[src/rtl/pipelined_adder.sv]
// Segmented carry-chain adder/subtractor, one W-bit segment per stage, with valid/ready flow control.
// Optional signed-overflow output is compiled in with PIPELINED_ADDER_OVF_EN.
module pipelined_adder #(
    parameter int N      = 16,
    parameter int STAGES = 4
) (
    input  logic         clk,
    input  logic         reset_n,
    input  logic         in_valid,
    output logic         in_ready,
    input  logic [N-1:0] a,
    input  logic [N-1:0] b,
    input  logic         cin,
    input  logic         sub,
    output logic         out_valid,
    input  logic         out_ready,
    output logic [N-1:0] sum,
    output logic         cout
`ifdef PIPELINED_ADDER_OVF_EN
    ,
    output logic         ovf
`endif
);

    localparam int W = N / STAGES;

    // Subtraction is a + ~b + ~cin, so cout reads as "no borrow".
    logic [N-1:0] b_eff;
    logic         cin_eff;

    assign b_eff   = sub ? ~b : b;
    assign cin_eff = sub ? ~cin : cin;

    logic [STAGES-1:0] v_q;
    logic [STAGES-1:0] adv;
    logic [STAGES-1:0] load;

    // A stage advances when out_ready is high or any stage after it is empty,
    // which is how bubbles collapse under backpressure.
    always_comb begin : p_flow
        logic room;
        // NOTE: every output gets a default first so no path leaves a latch;
        // 'room' is a running value, so it is updated with blocking assignments.
        adv      = '0;
        load     = '0;
        room     = out_ready;
        for (int k = STAGES - 1; k >= 0; k--) begin
            adv[k] = v_q[k] && room;
            room   = room || !v_q[k];
        end
        in_ready = room;
        load[0]  = in_valid && room;
        for (int k = 1; k < STAGES; k++) begin
            load[k] = adv[k-1];
        end
    end

    always_ff @(posedge clk or negedge reset_n) begin
        if (!reset_n) begin
            v_q <= '0;
        end else begin
            v_q <= load | (v_q & ~adv);
        end
    end

    for (genvar k = 0; k < STAGES; k++) begin : g_stg
        localparam int LO = k * W;

        // Operand bits still pending are kept right-aligned, so this stage always
        // consumes the low W bits of a_in/b_in.
        logic [N-LO-1:0]  a_in;
        logic [N-LO-1:0]  b_in;
        logic             c_in;
        logic [W:0]       part;
        logic [LO+W-1:0]  s_d;
        logic [LO+W-1:0]  s_q;
        logic             c_q;

        assign part = {1'b0, a_in[W-1:0]} + {1'b0, b_in[W-1:0]} + {{W{1'b0}}, c_in};

        if (k == 0) begin : g_in
            assign a_in = a;
            assign b_in = b_eff;
            assign c_in = cin_eff;
            assign s_d  = part[W-1:0];
        end else begin : g_in
            assign a_in = g_stg[k-1].g_fwd.a_q;
            assign b_in = g_stg[k-1].g_fwd.b_q;
            assign c_in = g_stg[k-1].c_q;
            assign s_d  = {part[W-1:0], g_stg[k-1].s_q};
        end

        // NOTE: data registers are reset too, so outputs read 0 after reset
        // until the first result arrives.
        always_ff @(posedge clk or negedge reset_n) begin
            if (!reset_n) begin
                s_q <= '0;
                c_q <= 1'b0;
            end else if (load[k]) begin
                s_q <= s_d;
                c_q <= part[W];
            end
        end

        if (k < STAGES - 1) begin : g_fwd
            logic [N-LO-W-1:0] a_q;
            logic [N-LO-W-1:0] b_q;

            always_ff @(posedge clk or negedge reset_n) begin
                if (!reset_n) begin
                    a_q <= '0;
                    b_q <= '0;
                end else if (load[k]) begin
                    a_q <= a_in[N-LO-1:W];
                    b_q <= b_in[N-LO-1:W];
                end
            end
        end
    end

`ifdef PIPELINED_ADDER_OVF_EN
    // The top segment sees the sign bits of a, b_eff and the sum together.
    logic ovf_d;
    logic ovf_q;

    assign ovf_d = (g_stg[STAGES-1].a_in[W-1] == g_stg[STAGES-1].b_in[W-1]) &&
                   (g_stg[STAGES-1].part[W-1] != g_stg[STAGES-1].a_in[W-1]);

    always_ff @(posedge clk or negedge reset_n) begin
        if (!reset_n) begin
            ovf_q <= 1'b0;
        end else if (load[STAGES-1]) begin
            ovf_q <= ovf_d;
        end
    end

    assign ovf = ovf_q;
`endif

    assign out_valid = v_q[STAGES-1];
    assign sum       = g_stg[STAGES-1].s_q;
    assign cout      = g_stg[STAGES-1].c_q;

endmodule

[config.mk]
export PLATFORM = sky130hd
export DESIGN_NAME = pipelined_adder
export DESIGN_NICKNAME = d
export VERILOG_FILES = /design/src/rtl/pipelined_adder.sv
export SDC_FILE = /design/constraint.sdc
export NUM_CORES = 1
export LEC_CHECK = 0
export BUFFER_PORTS_ARGS = -buffer_cell sky130_fd_sc_hd__clkbuf_2
export CORE_MARGIN = 2
export CORE_UTILIZATION = 35
export CTS_BUF_LIST = sky130_fd_sc_hd__clkbuf_16
export CTS_CLUSTER_DIAMETER = 40
export DETAILED_ROUTE_END_ITERATION = 6
export GPL_TIMING_DRIVEN = 1
export REMOVE_ABC_BUFFERS = 1
export SETUP_SLACK_MARGIN = 0.15
export SLEW_MARGIN = 20
export SYNTH_ARGS = -nofsm -noshare
export SYNTH_HDL_FRONTEND = slang
export SYNTH_SLANG_ARGS = --single-unit
[constraint.sdc]
create_clock -name clk -period 2.3 [get_ports clk]
set_input_delay 0 -clock clk [delete_from_list [all_inputs] [get_ports clk]]
set_output_delay 0 -clock clk [all_outputs]
set_load 0.005 [all_outputs]
==> results.cfg <==
[power]
ir_drop_mv = 0.392
cellPowerDensity_mw_per_mm2 = 1100
leakagePower_nw = 2.45

[clock_tree]
cts.repair.resized = 0
cts_root_buf = clkbuf_16
cts_buffer_depth = 2
numCtsBuffers = 9
path_clk_slew_ps = 70
htree_levels = 3
clock_latency_ps = 340
cts_sinks = 96
tritoncts = built

[synth]
postSynthCellCount = 313
synth_seq_cells = 96
synthTopCellsByArea = dfrtp_1 57%, mux2_2 17%, fa_1 3.8%
synth_top_cell_by_area = dfrtp_1
yosys.cell_count.top_type = dfrtp_1
syn_area_per_cell_um2 = 13.4
yosys_warnings = 0
synthDominantCellAreaShare = 0.571
synthDistinctLibCells = 27
async_flop_share = 1.00
synth_common_cells = 96 x dfrtp_1, 65 x mux2_2, 28 x nand2_1
seq_area_frac_synth = 0.571
synth_area_mm2 = 0.00421
synth-edff-count = 0
ys.flop_type = dfrtp_1

[worst_setup_path]
crit_type = reg2reg
cp.required_ps = 2510
setup.worst_path.start_class = flop
cp_max_fo = 2
end_kind = flop
cp.arrival_ps = 2050

[detailed_routing]
firstDrtPassIters = 4
via_per_inst = 4.60
first_iter_violations = 92
drt-total-wl_um = 7420
vias = 2540
drc = 0
post_drt_wl_per_cell_um = 13.4
detail-route-antenna-nets = 0

[grt]
grt_pass1_vias = 2618
use_met2 = 0.210
grt_start_max_net_pins = 96
grt_use_total = 0.127
globalRouteMet3Util = 0.0329
gr-usage-met1 = 0.158
busiest_layer = met2
antenna_found_initial = 0
overflow = 0
grt_pass1_wl_um = 12600

[place]
port_buffers = 56
post-place-cells = 509
place_ws_ps = 434
gp_congestion = 0.715
place_hpwl_um = 4910

[final_layout]
area_growth_syn_to_layout_pct = 25.4
finalCoreUtilization = 0.445
antenna_cells = 0
nFillCells = 1129
drive_gt1_frac = 0.358
nets = 458
finalNonFillerCells = 552

[die]
rows = 40
fp.dieH_um = 114
dieArea_mm2 = 0.0129
initial_core_util = 0.355
num_io_pins = 57
core_area_mm2 = 0.0119
dieWidth_um = 114

[sta]
worst_slack_ps = 461
slew_headroom = 0.645
period_minus_slack_ps = 1840
finClkSkew_ps = 4.89
setup_viol = 0
period_share = 0.800
hold_viol_final = 0
rsz0062_at_grt = false
tns_ps = 0
worst_pin_slew_ps = 532
fmax_ghz = 0.544
drv_slew = 0

[job]
drv_cap = 0

[worst_hold_path]
worst_hold_path_type = in2reg

[outcome]
run_status = finished clean
[final cells by class]
type / count / area, um^2 / share of cell area
flip-flops and latches: 96 / 2400 / 0.455
well taps: 147 / 184 / 0.0349
repair buffers: 89 / 623 / 0.118
multi-input cells: 191 / 1680 / 0.319
clock inverters: 7 / 110 / 0.0209
clock buffers: 9 / 225 / 0.0427
inverters: 13 / 48.8 / 0.00925
[final timing paths]
path | from | to | slack, ps | cells past startpoint
min in group asynchronous | reset_n | v_q[2]$_DFF_PN0_ | 240 | 3
worst max-delay path | g_stg[1].c_q$_DFFE_PN0P_ | g_stg[2].c_q$_DFFE_PN0P_ | 460 | 5
worst min register to register | g_stg[0].g_fwd.b_q[5]$_DFFE_PN0P_ | g_stg[0].g_fwd.b_q[5]$_DFFE_PN0P_ | 470 | 2
worst max register to register | g_stg[1].c_q$_DFFE_PN0P_ | g_stg[2].c_q$_DFFE_PN0P_ | 460 | 5
worst min-delay path | out_ready | v_q[3]$_DFF_PN0_ | 40 | 3
max in group asynchronous | reset_n | g_stg[1].g_fwd.a_q[3]$_DFFE_PN0P_ | 1640 | 3
[where the power goes]
part	switching (mW)	total [mW]	internal (mW)
Clock	0.610	1.66	1.05
Sequential	0.319	2.60	2.28
Combinational	0.648	1.52	0.877
[cells by family (layout without fill, tap and decap cells)]
family / count (synthesis) / count (layout) / synth area share
AOI/OAI and AO/OA: 46 / 46 / 0.0642
muxes: 65 / 65 / 0.174
adders and majority gates: 20 / 20 / 0.0737
and+or+nand+nor: 36 / 36 / 0.0381
xor gates and xnor gates: 24 / 24 / 0.0499
DFF: 96 / 96 / 0.571
buffers and inverters: 26 / 118 / 0.0294
[metrics by stage]
step	instance area, um^2	power, mW	hold WS (ps)
global placement	4670	4.09	-208
detailed placement	4670	4.16	-207
finish	5280	5.78	37.9
global route	5280	6.23	52.2
CTS	5280	5.89	18.2
floorplan	4130	3.62	-296
[flip-flops by register name, summed over array words and instances (netlist names)]
| register | flops |
|---|---|
| cout | 1 |
| g_stg.c_q | 3 |
| g_stg.g_fwd.a_q | 24 |
| g_stg.g_fwd.b_q | 24 |
| g_stg.s_q | 24 |
| sum | 16 |
| v_q | 4 |
[layer usage]
metal  part of all wire  wire length (um)  up-vias
li1                   -                 -     1234
met1               0.43              3220     1259
met2               0.51              3810       37
met3              0.036               266       10
met4              0.016               119        0
met5                  0                 0        -
[critical path: stages (launching register included)]
cell	delay, ps
dfrtp_1	400
fa_1	490
fa_1	430
a21o_1	190
a21oi_1	130
o21ai_0	80
[repair_timing]
item | CTS | global route
endpoints found under the hold margin | 121 | 0
setup buffers | 0 | 0
hold buffers | 27 | 0
[placed cells by master, fill, tap and decap left out, types with 2 or more instances in the layout]
cell type / n
xor2_1: 12
mux2_2: 65
a21oi_1: 9
clkbuf_16: 9
fa_1: 8
nand2_1: 28
bufinv_16: 3
inv_1: 13
clkinv_1: 2
buf_12: 2
dfrtp_1: 96
a21o_1: 6
clkbuf_2: 55
nand2b_1: 2
buf_4: 5
nor2_1: 2
ha_1: 12
xnor2_1: 12
o21ai_0: 25
dlygate4sd3_1: 27
No activity file was read; power rests on OpenSTA's default activity.
